`config.mk`:
```
export PLATFORM = sky130hd
export DESIGN_NAME = seg_anim_controller
export DESIGN_NICKNAME = d
export VERILOG_FILES = /design/src/rtl/seg_anim_controller.sv
export SDC_FILE = /design/constraint.sdc
export NUM_CORES = 1
export LEC_CHECK = 0
export CORE_ASPECT_RATIO = 2
export CORE_UTILIZATION = 58
export DETAILED_ROUTE_END_ITERATION = 10
export PLACE_DENSITY = 0.85
export SETUP_SLACK_MARGIN = 0.5
export SYNTH_ARGS = -nofsm -noshare
export SYNTH_HDL_FRONTEND = slang
export SYNTH_SLANG_ARGS = --single-unit
```
`constraint.sdc`:
```
create_clock -name clk -period 1.99 [get_ports clk]
set_clock_uncertainty 0.05 [all_clocks]
set_input_delay 0.199 -clock clk [delete_from_list [all_inputs] [get_ports clk]]
set_output_delay 0.199 -clock clk [all_outputs]
set_load 0.005 [all_outputs]
```
`src/rtl/seg_anim_controller.sv`:
```
// Purpose: commanded sequencer driving one active-low 7-segment display from slow pin commands.
// Latency: command effect registered 2 edges after cmd_valid is first sampled; seg_n lags pos/mode by 1 cycle.
// Backpressure: none; one command per cmd_valid rising edge, a held-high strobe is not repeated.
// Ports: clk, reset (async active-low); cmd_valid/cmd/data command pins (cmd_valid asynchronous);
//        seg_n segment drive (bit0..7 = a..g,dp, active-low), tick advance pulse, running = RUN state.
module seg_anim_controller #(
    parameter int COUNTER_WIDTH = 24
) (
    input  logic       clk,
    input  logic       reset,
    input  logic       cmd_valid,
    input  logic [1:0] cmd,
    input  logic [3:0] data,
    output logic [7:0] seg_n,
    output logic       tick,
    output logic       running
);

    typedef enum logic {ST_PAUSE = 1'b0, ST_RUN = 1'b1} state_t;
    typedef enum logic [1:0] {M_SPIN_CW = 2'd0, M_SPIN_CCW = 2'd1, M_HEX = 2'd2, M_BLINK = 2'd3} mode_t;

    localparam logic [1:0] OP_SPEED = 2'b01;
    localparam logic [1:0] OP_MODE  = 2'b10;
    localparam logic [1:0] OP_CTRL  = 2'b11;
    localparam logic [COUNTER_WIDTH-5:0] LOW_ONES = '1;

    state_t                   state, state_nx;
    mode_t                    mode, mode_nx;
    logic [3:0]               speed, speed_nx;
    logic [3:0]               pos, pos_nx;
    logic [COUNTER_WIDTH-1:0] presc, presc_nx;
    logic [COUNTER_WIDTH-1:0] threshold;
    logic                     s1, s2, s3;
    logic                     accept;
    logic                     match;
    logic                     adv;
    logic                     clear_pos;
    logic [7:0]               pattern;

    // s1/s2 resynchronise the pin, s3 remembers the previous level for edge detection
    always_ff @(posedge clk or negedge reset) begin
        if (!reset) begin
            s1 <= 1'b0;
            s2 <= 1'b0;
            s3 <= 1'b0;
        end else begin
            s1 <= cmd_valid;
            s2 <= s1;
            s3 <= s2;
        end
    end

    assign accept    = s2 & ~s3;
    assign threshold = {speed, LOW_ONES};
    assign running   = (state == ST_RUN);

    // Next-state: prescaler advance first, then an accepted command overrides it
    always_comb begin
        state_nx  = state;
        mode_nx   = mode;
        speed_nx  = speed;
        pos_nx    = pos;
        clear_pos = 1'b0;
        match     = (state == ST_RUN) && (presc == threshold);
        adv       = match;
        if (state == ST_RUN) begin
            presc_nx = match ? '0 : presc + COUNTER_WIDTH'(1);
        end else begin
            presc_nx = presc;
        end

        if (accept) begin
            case (cmd)
                OP_SPEED: begin
                    speed_nx = data;
                    presc_nx = '0;
                    adv      = 1'b0;
                end
                OP_MODE: begin
                    mode_nx   = mode_t'(data[1:0]);
                    presc_nx  = '0;
                    adv       = 1'b0;
                    clear_pos = 1'b1;
                end
                OP_CTRL: begin
                    state_nx = data[0] ? ST_RUN : ST_PAUSE;
                    // only a step into PAUSE advances; a pending prescaler match is dropped
                    adv      = ~data[0] & data[1];
                end
                default: ;
            endcase
        end

        if (clear_pos) begin
            pos_nx = 4'd0;
        end else if (adv) begin
            case (mode)
                M_SPIN_CW:  pos_nx = {pos[3], pos[2:0] + 3'd1};
                M_SPIN_CCW: pos_nx = {pos[3], pos[2:0] - 3'd1};
                M_HEX:      pos_nx = pos + 4'd1;
                default:    pos_nx = {pos[3:1], ~pos[0]};
            endcase
        end
    end

    // Active-high segment pattern for the current pos/mode
    always_comb begin
        pattern = 8'h00;
        case (mode)
            M_SPIN_CW, M_SPIN_CCW: begin
                // figure-eight path shared by both directions
                case (pos[2:0])
                    3'd0:    pattern = 8'h01;
                    3'd1:    pattern = 8'h02;
                    3'd2:    pattern = 8'h40;
                    3'd3:    pattern = 8'h10;
                    3'd4:    pattern = 8'h08;
                    3'd5:    pattern = 8'h04;
                    3'd6:    pattern = 8'h40;
                    default: pattern = 8'h20;
                endcase
            end
            M_HEX: begin
                case (pos)
                    4'h0:    pattern = 8'h3F;
                    4'h1:    pattern = 8'h06;
                    4'h2:    pattern = 8'h5B;
                    4'h3:    pattern = 8'h4F;
                    4'h4:    pattern = 8'h66;
                    4'h5:    pattern = 8'h6D;
                    4'h6:    pattern = 8'h7D;
                    4'h7:    pattern = 8'h07;
                    4'h8:    pattern = 8'h7F;
                    4'h9:    pattern = 8'h6F;
                    4'hA:    pattern = 8'h77;
                    4'hB:    pattern = 8'h7C;
                    4'hC:    pattern = 8'h39;
                    4'hD:    pattern = 8'h5E;
                    4'hE:    pattern = 8'h79;
                    default: pattern = 8'h71;
                endcase
            end
            default: pattern = pos[0] ? 8'h00 : 8'hFF;
        endcase
    end

    always_ff @(posedge clk or negedge reset) begin
        if (!reset) begin
            state <= ST_RUN;
            mode  <= M_SPIN_CW;
            speed <= 4'hF;
            pos   <= 4'd0;
            presc <= '0;
            seg_n <= 8'hFF;
            tick  <= 1'b0;
        end else begin
            state <= state_nx;
            mode  <= mode_nx;
            speed <= speed_nx;
            pos   <= pos_nx;
            presc <= presc_nx;
            seg_n <= ~pattern;
            tick  <= adv;
        end
    end

endmodule

```
# After elaboration in Yosys (flattened, before gate mapping)
# Memories as Yosys holds them, arrays and structs flattened.
# Index checks and enable logic that the tools add are counted.
[totals]
ff_bits = 47
mem_count = 1
output_inout_bits = 10
rom_bits = 112
[memory_table]
columns = ["memory", "words", "word_bits", "rd", "rd_ports_with_merged_regs", "write_ports", "line_no", "source"]
rows = [
  ["(no name shown)", 16, 7, 1, 0, 0, "124", "case (pos)"],
]
[op_classes]
muxes = 15
n_bitwise = 6
addsub = 4
n_eq_ne = 14
n_reduce_logical = 14
[op_table]
columns = ["cell", "count"]
rows = [
  ["two-way mux 24 bit", 4],
  ["one-hot mux 7 bit (6 select lines)", 1],
  ["adder 24 x 1 -> 24 bit (second input constant)", 1],
  ["equality test 24 bit", 1],
  ["one-hot mux 8 bit (2 select lines)", 1],
  ["one-hot mux 4 bit (3 select lines)", 1],
  ["equality test 3 bit (second input constant)", 3],
  ["two-way mux 4 bit", 2],
  ["two-way mux 8 bit", 1],
  ["NOT 8 bit", 1],
  ["AND reduction 2 bit", 4],
  ["equality test 2 bit (second input constant)", 3],
  ["equality test 3 x 2 -> 1 bit (second input constant)", 2],
  ["OR reduction 2 bit", 3],
  ["adder 4 x 1 -> 4 bit (second input constant)", 1],
  ["equality test 2 x 1 -> 1 bit (second input constant)", 2],
  ["two-way mux 1 bit", 4],
  ["inequality test 2 bit (second input constant)", 2],
  ["AND reduction 4 bit", 1],
  ["nonzero test 2 bit", 2],
  ["nonzero test 4 bit", 1],
  ["adder 3 x 1 -> 3 bit (second input constant)", 1],
  ["equality test 3 x 1 -> 1 bit (second input constant)", 1],
  ["zero test 3 bit", 1],
  ["other kinds (6)", 9],
]

# Logic depth before layout (Yosys ltp)
# Gate-level depths: netlist (run 1).
[logic_depth]
ltp_word = 6
mapped_depth = 7
ltp_nobuf = 7

# Worst setup path after synthesis (run 1)
# No wires, ideal clock.
[synth_path]
path_kind = "flip-flop to flip-flop"
startpoint = "register pos[0]"
endpoint = "register pos[2]"
required_time_ns = 1.853
slack_ns = 0.287
path_stages_with_launch = 6
setup_time_ns = 0.087
t_arrival_ns = 1.566
cell_sequence = "dfrtp_1 > inv_1 > ha_1 > ha_1 > a31o_2 > a211oi_2"
[synth_between]
elab_chain_cells = 4
[synth_lines]
columns = ["item", "line_no", "source"]
rows = [
  ["start: declaration", "30", "logic [3:0] pos, pos_nx;"],
  ["start signal: assignment", "160", "pos <= pos_nx;"],
  ["adder 4 x 1 -> 4 bit, or another cell as far along", "100", "M_HEX: pos_nx = pos + 4'd1;"],
  ["one-hot mux 4 bit (3 select lines) (*)", "97", "case (mode)"],
  ["two-way mux 4 bit (*)", "96", "end else if (adv) begin"],
  ["two-way mux 4 bit (*)", "94", "if (clear_pos) begin"],
]
# Every way passes the cells marked *; elsewhere a longest branch is shown, timed or not. The select of a mux whose other input is x is not followed.
# A chain may end at the register's enable or synchronous reset.

# Worst setup path in the final report (run 1)
[layout_path]
startpoint = "register speed[3]"
endpoint = "register pos[0]"
[layout_between]
elab_chain_cells = 5
[layout_lines]
columns = ["item", "line_no", "source"]
rows = [
  ["start: declaration", "29", "logic [3:0] speed, speed_nx;"],
  ["start signal: assignment", "159", "speed <= speed_nx;"],
  ["equality test 24 bit (*)", "64", "match = (state == ST_RUN) && (presc == threshold);"],
  ["logical AND 1 bit (*)", "64", ""],
  ["one-hot mux 1 bit (2 select lines)", "73", "case (cmd)"],
  ["two-way mux 1 bit (*)", "72", "if (accept) begin"],
  ["nonzero test 2 bit (no line) (*)", "--", ""],
]
# Every way passes the cells marked *; elsewhere a longest branch is shown, timed or not.

==> flow_metrics.py, run 1 <==
metrics = {
    "outcome": {
        "status": "completed",
    },
    "drt": {
        "ant_nets": 0,
        "drtIter0Drc": 102,
        "drc": 0,
        "dr_total_vias": 2525,
        "viasPerCell": 6.34,
        "wl_per_cell_um": 23.0,
        "first_pass_iters": 4,
        "wirelength_mm": 9.17,
    },
    "worst_setup_path": {
        "crit_path_start_kind": "register",
        "critPathMaxFanout": 4,
        "cp-end-kind": "register",
        "crit_family": "simple AND/OR/NAND/NOR gates",
        "cp_data_required_time_ps": 2120,
        "cp_slowest_cell": "dfstp_2",
        "critPathKind": "reg2reg",
        "critPathBufInv": 1,
        "max_stage_delay_ps": 560,
        "path_cells": "xor2_2, nor4_2, and4b_2, buf_6, o21ai_1, nor3b_2",
        "worstPathArrival_ps": 2070,
    },
    "timing": {
        "period_share_pct": 97.5,
        "finalSetupViolCount": 0,
        "period_minus_slack_ps": 1940,
        "worst_pin_slew_ps": 602,
        "relSlewSlack_pct": 59.9,
        "fin_ws_ps": 49.5,
        "hold_viol": 0,
        "rsz0062_at_grt": "yes",
        "drv_slew": 0,
        "fin_setup_tns_ps": 0,
        "fmax_mhz": 515,
    },
    "floorplan": {
        "rows": 34,
        "dieArea_um2": 4870,
        "die_w_um": 49.8,
        "die_y_um": 97.7,
        "start_util_pct": 60.6,
        "fp.coreArea_um2": 4380,
        "pin_count": 19,
    },
    "final_layout": {
        "fin_cells": 398,
        "nNetsFinal": 367,
        "diodes": 0,
        "layout-drive-gt1-share_pct": 45.6,
        "area_growth_syn_to_layout_pct": 45.3,
    },
    "logic_synthesis": {
        "synthesis.area_um2": 2660,
        "synth.distinct_cells": 48,
        "netlist_instances": 263,
        "ys_warn_count": 0,
        "ys_seq_area_share_pct": 44.9,
        "synth.avg_cell_area_um2": 10.1,
        "async_reset_ff_share_pct": 100,
        "synth_edf_count": 0,
        "syn_nets": 287,
        "ys.flop_type": "dfrtp_1",
        "synth_seq_cells": 47,
    },
    "placement": {
        "place_inst": 342,
        "dpl.hpwl_mm": 4.35,
        "gp_congestion": 0.870,
        "io_buffers": 18,
        "dp_slack_ps": -143,
    },
    "pwr": {
        "p_leak_uw": 0.00171,
        "peakVddDrop_v": 0.000656,
        "power_density_nw_per_um2": 803,
    },
    "global_route": {
        "grt_max_degree": 26,
        "antenna_found_initial": 0,
        "grt_pass1_wl_mm": 11.6,
        "grt_usage_pct": 32.1,
        "overflow": 0,
        "grt_pass1_vias": 2535,
    },
    "clock_tree": {
        "clock_path_buffers": 2,
        "clk_pin_slew_ps": 80,
        "clock-sinks": 47,
        "clock_latency_ps": 310,
        "cts_tree": "yes",
        "numCtsBuffers": 5,
        "clockRootBuffer": "clkbuf_8",
        "htree_levels": 2,
    },
    "job": {
        "drv_cap": 0,
    },
    "hold_path": {
        "hp-class": "in2reg",
    },
}
-- power breakdown --
part / internal [uW] / switching (uW) / total, uW
clock network: 247 / 322 / 569
registers: 1150 / 154 / 1300
logic: 619 / 611 / 1230
-- kinds of logic (layout without fill, tap and decap cells) --
family          after synthesis  in the layout  synth area share (%)
xor+xnor                     26             26                  8.58
simple gates                111            111                  23.5
compound gates               36             36                  8.67
flops                        47             47                  44.9
mux                          10             10                  4.48
fa+ha+maj                    15             15                  7.07
buf+inv                      18             99                  2.83
-- sequential cells by signal, indices dropped and copies added, names as in the netlist --
signal   cells
presc       24
mode         2
s1           1
tick         1
seg_n        8
s2           1
speed        4
running      1
pos          4
s3           1
-- metrics by stage --
step           area, um2  util [%]  hold WS (ps)  power, uW
2_1_floorplan       2680         -          -147       1740
3_3_place_gp        3020      68.9           174       2040
3_5_place_dp        3020      68.9           173       2070
4_1_cts             3420      78.0           288       2800
5_1_grt             3860      88.1           284       3220
6_report            3860      88.1           283       3100
-- synthesized netlist by cell type (all sizes together) (2+ instances only) --
cell | count | share of area [%]
a211o | 2 | 0.66
a211oi | 5 | 1.6
a21oi | 8 | 1.5
a31oi | 4 | 0.94
and3 | 5 | 1.2
and4 | 3 | 0.99
buf | 2 | 0.57
clkbuf | 6 | 0.85
dfrtp | 34 | 32
dfstp | 13 | 13
ha | 15 | 7.1
inv | 10 | 1.4
mux2 | 5 | 2.1
mux2i | 4 | 1.5
nand2 | 25 | 3.5
nand2b | 3 | 0.71
nand3 | 6 | 1.1
nand3b | 2 | 0.57
nand4 | 12 | 3.6
nor2 | 37 | 5.3
nor2b | 3 | 0.71
nor3 | 5 | 1.8
nor3b | 2 | 0.57
nor4 | 2 | 1.0
o21ai | 9 | 1.7
o22ai | 2 | 0.47
xnor2 | 5 | 1.6
xor2 | 21 | 6.9
-- layer usage --
metal	up-vias	wire length (um)	track usage (%)
met5	-	0	0
met3	64	433	4.07
met2	152	5110	58.4
met4	0	668	23.3
li1	1066	-	-
met1	1243	2950	31.5
-- area by class of cell --
type | instances | area [um2]
well taps | 54 | 67.6
flip-flops and latches | 47 | 1200
clock inverters | 1 | 5.00
fillers | 194 | 523
inverters | 10 | 42.5
repair buffers | 81 | 801
multi-input cells | 198 | 1670
clock buffers | 7 | 76.3
-- what timing repair did --
item,in CTS,in global routing
buffers inserted,18,26
gates resized for setup,40,51
endpoints found under the hold margin,21,0
gates cloned,1,2
hold buffers,1,0
endpoints found under the setup margin,43,41
pin swaps,18,43
-- layout by cell type, fill, tap and decap left out, types with 6 or more instances in the layout --
master / instances
dfrtp_1: 27
xor2_1: 15
clkdlybuf4s50_1: 6
inv_1: 7
buf_4: 44
dfstp_2: 13
nand4_1: 10
dfrtp_2: 7
buf_12: 6
buf_6: 9
nor2_1: 22
a21oi_1: 7
xor2_2: 6
ha_4: 6
dlygate4sd2_1: 9
ha_1: 6
nor2_2: 11
nand2_1: 21
-- worst paths after layout --
check / startpoint / endpoint / slack, ps / cells after the start
setup / recovery: speed[3]$_DFFE_PN1P_ / pos[0]$_DFFE_PN0P_ / 50 / 6
hold / removal: cmd_valid / s1$_DFF_PN0_ / 280 / 1
setup reg to reg: speed[3]$_DFFE_PN1P_ / pos[0]$_DFFE_PN0P_ / 50 / 6
hold reg to reg: s1$_DFF_PN0_ / s2$_DFF_PN0_ / 300 / 0
max in group asynchronous: reset / speed[1]$_DFFE_PN1P_ / 900 / 3
min in group asynchronous: reset / presc[19]$_DFF_PN0_ / 380 / 2
No activity file was read; power rests on OpenSTA's default activity.
==> run 2: changes to the inputs <==
Settings changed: CAP_MARGIN set to 20, HOLD_SLACK_MARGIN set to 0.02.
==> results of run 2 <==
Final layout, timing and power as in run 1 (identical DEF).
==> run 3: changes to the inputs <==
Settings changed: CELL_PAD_IN_SITES_DETAIL_PLACEMENT set to 1, CELL_PAD_IN_SITES_GLOBAL_PLACEMENT set to 2, CORE_UTILIZATION 58 to 38.
==> flow_metrics.py, run 3 (synthesis gave the netlist of run 1 again) <==
metrics = {
    "outcome": {
        "status": "completed",
    },
    "pwr": {
        "p_leak_uw": 0.00180,
        "power_density_nw_per_um2": 841,
        "combPwrFrac_pct": 39.3,
        "pwr-share-seq_pct": 36.2,
        "power.internal_uw": 2340,
        "switchingPower_uw": 1190,
        "swShare_pct": 33.7,
        "peakVddDrop_v": 0.000758,
        "power_frac_clock_pct": 24.4,
    },
    "floorplan": {
        "rows": 42,
        "fp.coreArea_um2": 6670,
        "dieArea_um2": 7350,
        "die_y_um": 120,
        "start_util_pct": 39.8,
        "die_w_um": 61.1,
        "pin_count": 19,
    },
    "clock_tree": {
        "clock-sinks": 47,
        "clockRootBuffer": "clkbuf_16",
        "htree_levels": 2,
        "clock_path_buffers": 2,
        "clock_latency_ps": 300,
        "numCtsBuffers": 5,
        "cts_tree": "yes",
        "clk_pin_slew_ps": 60,
    },
    "final_layout": {
        "top_register": "presc",
        "fin_cells": 446,
        "diodes": 0,
        "top_regs": "presc (24), seg_n (8)",
        "area_growth_syn_to_layout_pct": 58.0,
        "layout.area.seq_um2": 1200,
        "largest_reg_flops": 24,
        "multiInputGateArea_um2": 1790,
        "fin_util_pct": 62.9,
        "layout-drive-gt1-share_pct": 52.5,
        "n_fill_cell": 721,
        "nNetsFinal": 381,
        "final_common_cell": "buf_4",
        "final_cell_mix": "buf_4, dfrtp_1, nand2_1",
    },
    "drt": {
        "drtIter0Drc": 126,
        "wl_per_cell_um": 21.8,
        "wl_met2_mm": 5.82,
        "drc": 0,
        "top_layer_used": "met4",
        "ant_nets": 0,
        "dr_total_vias": 2435,
        "viasPerCell": 5.46,
        "first_pass_iters": 4,
        "wirelength_mm": 9.72,
        "met3_length_um": 220,
        "met1_length_mm": 3.15,
    },
    "worst_setup_path": {
        "r2r_slack_ps": 70,
        "crit_path_start_kind": "register",
        "cp-end-kind": "register",
        "cp_data_required_time_ps": 2110,
        "reg2reg_depth": 7,
        "setup.worst_path.end": "presc[0]$_DFF_PN0_",
        "r2r_end": "presc[0]$_DFF_PN0_",
        "critPathKind": "reg2reg",
        "r2r-start": "running$_DFFE_PN1P_",
        "worstPathArrival_ps": 2040,
        "critPathMaxFanout": 4,
        "cp-startpoint": "running$_DFFE_PN1P_",
    },
    "timing": {
        "period_minus_slack_ps": 1920,
        "finalSetupViolCount": 0,
        "fin_setup_tns_ps": 0,
        "hold_viol": 0,
        "fmax_mhz": 520,
        "rsz0062_at_grt": "yes",
        "period_share_pct": 96.7,
        "drv_slew": 0,
        "relSlewSlack_pct": 59.1,
        "worst_pin_slew_ps": 614,
    },
    "hold_path": {
        "hp-class": "in2reg",
    },
    "placement": {
        "place_inst": 382,
        "gp_congestion": 0.762,
        "io_buffers": 18,
        "dpl.hpwl_mm": 5.10,
    },
    "global_route": {
        "grt_usage_pct": 26.4,
        "grt_pass1_wl_mm": 13.6,
        "antenna_found_initial": 0,
        "grt_max_degree": 24,
        "grt_pass1_vias": 2673,
        "overflow": 0,
    },
    "job": {
        "drv_cap": 0,
    },
}
-- run 3: changes by cell type in the layout (fill, tap and decap cells not counted), sizes merged --
cell          change
clkbuf            -3
buf              +16
dlygate4sd2       +2
dlymetal6s2s      -1
-- run 3: cell type report --
type                       instances  share of cell area, %
multi-input combinational        198                   42.6
sequential                        47                   28.6
timing repair buffer              95                   21.5
clock buffer                       7                   3.40
tap                               88                   2.62
inverter                          10                   1.13
clock inverter                     1                  0.119
-- run 3: worst max-delay path: stages (launching register included) --
cell,delay [ps]
dfstp_2,600
nand4_4,140
nor3_4,180
nand4_1,240
buf_4,220
buf_6,110
nand3b_1,150
a21boi_1,110
-- run 3: layer usage --
layer / GRT usage [%] / vias to the layer above
met5: 0 / -
met4: 15.2 / 0
met3: 4.81 / 37
met2: 49.9 / 46
met1: 23.9 / 1252
li1: - / 1100
-- run 3: repair_timing --
item	CTS	global route
hold buffers	1	0
resized for setup	79	53
setup buffers	40	13
cloned	2	0
setup endpoints to repair	43	43
hold endpoints to repair	13	0
pin swaps	26	24
-- run 3: stage by stage --
stage	total power [uW]	hold WS [ps]	setup slack (ps)	area, um2
floorplan	1740	-147	413	2680
global placement	2090	165	-61.7	3110
detailed placement	2120	171	-152	3110
CTS	3270	298	182	3870
global route	3650	312	14.8	4200
finish	3530	306	66.4	4200
-- run 3: worst min path at each step --
stage | slack (ps) | start | cells past startpoint | to
2_1_floorplan | -150 | reset | 0 | mode[0]$_DFFE_PN0P_
6_report | 310 | cmd_valid | 1 | s1$_DFF_PN0_
3_3_place_gp | 160 | reset | 1 | pos[3]$_DFFE_PN0P_
4_1_cts | 300 | cmd_valid | 1 | s1$_DFF_PN0_
3_5_place_dp | 170 | reset | 1 | pos[3]$_DFFE_PN0P_
5_1_grt | 310 | cmd_valid | 1 | s1$_DFF_PN0_
-- run 3: power groups by stage --
stage	logic, uW	clock network (uW)	registers [uW]
2_1_floorplan	481	0	1260
3_3_place_gp	808	0	1280
4_1_cts	1130	875	1260
3_5_place_dp	834	0	1290
5_1_grt	1460	904	1290
6_report	1390	862	1280
